==> src/rtl/led_shift_tx.sv <==
// led_shift_tx: serial transmitter for a chain of 74HC595-class LED drivers.
// Accepts a WIDTH-bit pattern on a LOAD/READY handshake and shifts it out on
// SDO/SCLK, one bit per SCLK period of 2*CLK_DIV cycles. It then holds LAT
// high for CLK_DIV cycles and pulses DONE for one cycle. All outputs are
// registered.
// Build option: define SHIFT_LSB_FIRST_EN to transmit DATA[0] first.
// When it is left undefined (the default), DATA[WIDTH-1] is transmitted first.
module led_shift_tx #(
    parameter int WIDTH   = 16,
    parameter int CLK_DIV = 4
) (
    input  logic             CLK,
    input  logic             RST_N,
    input  logic [WIDTH-1:0] DATA,
    input  logic             LOAD,
    output logic             READY,
    output logic             SDO,
    output logic             SCLK,
    output logic             LAT,
    output logic             DONE
);

    localparam int DW = (CLK_DIV > 1) ? $clog2(CLK_DIV) : 1;
    localparam int BW = $clog2(WIDTH + 1);
    localparam logic [DW-1:0] DIV_LAST = DW'(CLK_DIV - 1);
    localparam logic [BW-1:0] BIT_LAST = BW'(WIDTH - 1);

    typedef enum logic [1:0] {
        IDLE,
        SHIFT_LO,
        SHIFT_HI,
        LATCH
    } state_t;

    state_t           state, state_n;
    logic [DW-1:0]    div_cnt, div_n;
    logic [BW-1:0]    bit_cnt, bit_n;
    logic [WIDTH-1:0] sr, sr_n;
    logic             ready_n, sdo_n, sclk_n, lat_n, done_n;
    logic             div_end;

    // The bit that goes on SDO next, taken from the transmit end of the register.
    function automatic logic first_bit(input logic [WIDTH-1:0] v);
`ifdef SHIFT_LSB_FIRST_EN
        return v[0];
`else
        return v[WIDTH-1];
`endif
    endfunction

    // Drop the bit just sent; a zero fills in from the far end.
    function automatic logic [WIDTH-1:0] advance(input logic [WIDTH-1:0] v);
`ifdef SHIFT_LSB_FIRST_EN
        return v >> 1;
`else
        return v << 1;
`endif
    endfunction

    assign div_end = (div_cnt == DIV_LAST);

    // Next-state and next-output decode; every phase lasts CLK_DIV cycles.
    always_comb begin
        state_n = state;
        div_n   = div_cnt;
        bit_n   = bit_cnt;
        sr_n    = sr;
        ready_n = READY;
        sdo_n   = SDO;
        sclk_n  = SCLK;
        lat_n   = LAT;
        done_n  = 1'b0;
        unique case (state)
            IDLE: begin
                if (LOAD && READY) begin
                    sr_n    = DATA;
                    sdo_n   = first_bit(DATA);
                    sclk_n  = 1'b0;
                    ready_n = 1'b0;
                    div_n   = '0;
                    bit_n   = '0;
                    state_n = SHIFT_LO;
                end
            end
            SHIFT_LO: begin
                if (div_end) begin
                    div_n   = '0;
                    sclk_n  = 1'b1;
                    state_n = SHIFT_HI;
                end else begin
                    div_n = div_cnt + DW'(1);
                end
            end
            SHIFT_HI: begin
                if (div_end) begin
                    div_n  = '0;
                    sclk_n = 1'b0;
                    if (bit_cnt == BIT_LAST) begin
                        // Last bit clocked in: park SDO low and latch the chain.
                        sdo_n   = 1'b0;
                        lat_n   = 1'b1;
                        state_n = LATCH;
                    end else begin
                        sr_n    = advance(sr);
                        sdo_n   = first_bit(advance(sr));
                        bit_n   = bit_cnt + BW'(1);
                        state_n = SHIFT_LO;
                    end
                end else begin
                    div_n = div_cnt + DW'(1);
                end
            end
            LATCH: begin
                if (div_end) begin
                    div_n   = '0;
                    lat_n   = 1'b0;
                    done_n  = 1'b1;
                    ready_n = 1'b1;
                    state_n = IDLE;
                end else begin
                    div_n = div_cnt + DW'(1);
                end
            end
            default: begin
                state_n = IDLE;
            end
        endcase
    end

    // Control state and registered outputs; reset aborts any frame in flight.
    always_ff @(posedge CLK) begin
        if (!RST_N) begin
            state   <= IDLE;
            div_cnt <= '0;
            bit_cnt <= '0;
            READY   <= 1'b1;
            SDO     <= 1'b0;
            SCLK    <= 1'b0;
            LAT     <= 1'b0;
            DONE    <= 1'b0;
        end else begin
            state   <= state_n;
            div_cnt <= div_n;
            bit_cnt <= bit_n;
            READY   <= ready_n;
            SDO     <= sdo_n;
            SCLK    <= sclk_n;
            LAT     <= lat_n;
            DONE    <= done_n;
        end
    end

    // Pattern shift register; only written on accept and bit advance, so no reset.
    always_ff @(posedge CLK) begin
        sr <= sr_n;
    end

endmodule
==> config.mk <==
export PLATFORM = sky130hd
export DESIGN_NAME = led_shift_tx
export DESIGN_NICKNAME = d
export VERILOG_FILES = /design/src/rtl/led_shift_tx.sv
export SDC_FILE = /design/constraint.sdc
export NUM_CORES = 1
export LEC_CHECK = 0
export CAP_MARGIN = 20
export CORE_ASPECT_RATIO = 0.75
export CORE_MARGIN = 2
export CORE_UTILIZATION = 47
export DETAILED_ROUTE_END_ITERATION = 7
export GPL_TIMING_DRIVEN = 0
export PLACE_DENSITY = 0.72
export SETUP_SLACK_MARGIN = 0.05
export SLEW_MARGIN = 25
export SYNTH_ARGS = -nofsm -noshare
export SYNTH_HDL_FRONTEND = slang
export SYNTH_SLANG_ARGS = --single-unit
==> constraint.sdc <==
create_clock -name CLK -period 2.2 [get_ports CLK]
set_clock_uncertainty 0.2 [all_clocks]
set_input_delay 0.22 -clock CLK [delete_from_list [all_inputs] [get_ports CLK]]
set_output_delay 0.22 -clock CLK [all_outputs]
set_load 0.03 [all_outputs]
==> results.py <==
metrics = {
    "clock_network": {
        "cts_tree": "yes",
        "cts_setup_buffers": 0,
        "cts_max_level": 2,
        "clkTransAtPathRegs_ps": 60,
        "cts_buffers": 5,
        "ctsLongestPathBuffers": 2,
        "root_buffer": "clkbuf_8",
        "clock_sinks": 29,
        "worstSkewPairLatency_ps": 270,
        "cts_hold_buf": 0,
    },
    "critical_path": {
        "cp.arrival_ps": 2050,
        "worstPathMaxFanout": 6,
        "cpMostUsedCell": "ha_1",
        "cp_num_buf_inv": 0,
        "cp.required_ps": 2180,
        "r2r-start": "bit_cnt[0]",
        "critPathCaptureType": "flop",
        "cp_slowest_cell": "and4bb_2",
        "r2r_setup_slack_ps": 130,
        "crit_family": "simple AND/OR/NAND/NOR gates",
        "crit_chain": "ha_1 -> and3_1 -> ha_1 -> and4bb_2 -> a41oi_1 -> a311oi_2",
        "max_stage_delay_ps": 380,
        "reg2regPathDepth": 6,
        "r2r_end": "bit_cnt[3]",
        "start_kind": "flop",
        "path_class": "reg -> reg",
    },
    "sta": {
        "timing.final.crit_share": 0.941,
        "worst_pin_slew_ps": 397,
        "hold_violations": 0,
        "setup_tns_ps": 0,
        "relSlewSlack": 0.734,
        "fmax_mhz": 483,
        "setup_viol": 0,
        "drv_slew": 0,
        "period_minus_slack_ps": 2070,
        "rsz0062_at_grt": "no",
    },
    "grt": {
        "track_usage": 0.172,
        "grt_pass1_vias": 988,
        "antenna_found_initial": 0,
        "grt_max_degree": 11,
        "gr-total-overflow": 0,
        "grt_pass1_wl_um": 4390,
    },
    "cells_and_area": {
        "antennaDiodeCount": 0,
        "utilization": 0.624,
        "syn_to_final_growth_pct": 27.8,
        "multi_input_area_sq_um": 648,
        "fin_nets": 171,
        "drive_gt1_frac": 0.228,
        "fill_cells": 219,
        "seq_area_sq_um": 731,
    },
    "worst_hold_path": {
        "hp-start": "bit_cnt[4]",
        "hold_path_class": "reg -> reg",
        "min_to": "bit_cnt[4]",
        "holdPathStages": 2,
    },
    "power_and_ir_drop": {
        "switching_share": 0.223,
        "seq_power_share": 0.538,
        "internal_power_mw": 0.883,
        "p_per_area_nw_per_um2": 625,
        "irDropWorstVdd_uv": 375,
        "p_leak_nw": 0.638,
        "combPwrFrac": 0.106,
        "pwr-share-clk": 0.356,
        "switchingPower_mw": 0.253,
    },
    "floorplan": {
        "rows": 17,
        "pin_count": 24,
        "die_area_sq_um": 3490,
        "die_w_um": 67.5,
        "core_sq_um": 2910,
        "die_h_um": 51.6,
        "initial_core_util": 0.488,
    },
    "synthesis": {
        "synth_area_sq_um": 1420,
        "syn_inst": 117,
        "synth_edf_count": 15,
        "synthDominantCellAreaShare": 0.317,
        "avgSynthCellArea_sq_um": 12.2,
        "synth.area.top_cells": "edfxtp_1 (32%), dfxtp_1 (20%), mux2_4 (8.4%), mux2_2 (4.7%), a21oi_1 (3.5%)",
        "yosys_warnings": 0,
        "synth-seq-area-share": 0.514,
        "synth_top_cell_by_area": "edfxtp_1",
        "ys.flop_type": "edfxtp_1",
        "syn_nets": 140,
        "ys_types": 35,
        "async_flop_share": 0,
        "ys_ff_latch": 29,
    },
    "drt": {
        "antenna_left": 0,
        "wl_um": 2670,
        "wl_per_cell_um": 14.3,
        "drc_errors": 0,
        "drt_iter0_markers": 36,
        "firstDrtPassIters": 4,
        "drt-vias-per-instance": 5.40,
        "vias": 1009,
    },
    "placement": {
        "dp_hpwl_um": 1810,
        "gp_congestion": 0.764,
        "io_buffer_count": 23,
    },
    "job": {
        "cap_violations": 0,
    },
    "run_status": {
        "status": "finished, final reports clean",
    },
}
==> cells in the mapped netlist, types with 2 or more instances <==
cell type,count
nand3_1,7
mux2_2,6
o21ai_0,6
nand2_1,7
buf_6,2
a21oi_1,10
nor3_1,2
nand4bb_1,2
mux2i_1,2
nand2b_1,4
mux2_4,8
inv_1,4
dfxtp_1,14
a31oi_1,3
edfxtp_1,15
nor2b_1,2
ha_1,4
buf_2,2
==> stage by stage <==
| stage | worst slack (ps) | std cells | area [sq um] | hold WS (ps) | power [mW] |
|---|---|---|---|---|---|
| after floorplan | 184 | 117 | 1430 | 96.2 | 0.682 |
| after global placement | -27.4 | 178 | 1700 | 254 | 0.735 |
| after detailed placement | -48.2 | 178 | 1700 | 262 | 0.738 |
| after CTS | 127 | 187 | 1820 | 271 | 1.14 |
| after global routing | 56.5 | 187 | 1820 | 294 | 1.18 |
| final | 130 | 187 | 1820 | 268 | 1.14 |
==> layout make-up <==
| type | instances | area share |
|---|---|---|
| Inverter | 5 | 0.0103 |
| Sequential cell | 29 | 0.402 |
| Tap cell | 38 | 0.0262 |
| Buffer | 6 | 0.0330 |
| Multi-Input combinational cell | 78 | 0.357 |
| Clock buffer | 6 | 0.0399 |
| Timing Repair Buffer | 23 | 0.127 |
| Clock inverter | 2 | 0.00551 |
==> registers in the layout (all words and copies together), names as in the netlist <==
| signal | count |
|---|---|
| DONE | 1 |
| bit_cnt | 5 |
| sr | 15 |
| state | 2 |
| SCLK | 1 |
| SDO | 1 |
| LAT | 1 |
| READY | 1 |
| div_cnt | 2 |
==> power groups by stage <==
stage | sequential (mW) | clock, mW | combinational [mW]
finish | 0.612 | 0.404 | 0.120
global route | 0.615 | 0.437 | 0.131
CTS | 0.612 | 0.411 | 0.121
detailed placement | 0.623 | 0 | 0.115
global placement | 0.622 | 0 | 0.113
floorplan | 0.626 | 0 | 0.0555
==> cells in the final DEF, fill, tap and decap left out, types with 2 or more instances in the layout <==
cell type        netlist  layout
a21oi_1               10      10
a31oi_1                3       3
buf_2                  2       2
buf_6                  2       2
clkbuf_8               0       5
clkdlybuf4s50_1        0      23
clkinv_2               0       2
dfxtp_1               14      14
edfxtp_1              15      15
ha_1                   4       4
inv_1                  4       4
mux2_2                 6       6
mux2_4                 8       8
mux2i_1                2       2
nand2_1                7       6
nand2_4                1       3
nand2b_1               4       4
nand3_1                7       7
nor2b_1                2       2
nor3_1                 2       2
o21ai_0                6       6
==> routing by layer <==
layer / part of all wire / GRT usage / wire [um]
met2: 0.48 / 0.260 / 1270
met1: 0.49 / 0.236 / 1300
met4: 0.0045 / 0.0408 / 12
met5: 0 / 0 / 0
met3: 0.033 / 0.0584 / 88
==> how the worst max path moves through the flow <==
stage / depth (start not counted) / slack (ps) / to / from
floorplan: 5 / 180 / sr[0] / bit_cnt[0]
CTS: 6 / 130 / bit_cnt[3] / bit_cnt[0]
global route: 6 / 60 / bit_cnt[3] / bit_cnt[0]
global placement: 5 / -30 / sr[8] / bit_cnt[0]
finish: 6 / 130 / bit_cnt[3] / bit_cnt[0]
detailed placement: 5 / -50 / sr[11] / bit_cnt[0]
==> tightest hold or removal path: stages, from the launching register on <==
cell	delay (ps)
dfxtp_1	310
nand3_1	60
a21oi_1	50
==> kinds of logic (layout without fill, tap and decap cells) <==
family	after synthesis	in the layout	share of synthesized area
buffers and inverters	11	42	0.0554
AOI/OAI and AO/OA	25	25	0.108
and+or+nand+nor	32	33	0.142
muxes	16	16	0.146
DFF	29	29	0.514
adders and majority gates	4	4	0.0352
==> repair_timing <==
item / 4_1_cts / 5_1_grt
resized for setup: 4 / 0
endpoints found under the hold margin: 0 / 0
endpoints found under the setup margin: 17 / 0
No activity file was read; power rests on OpenSTA's default activity.
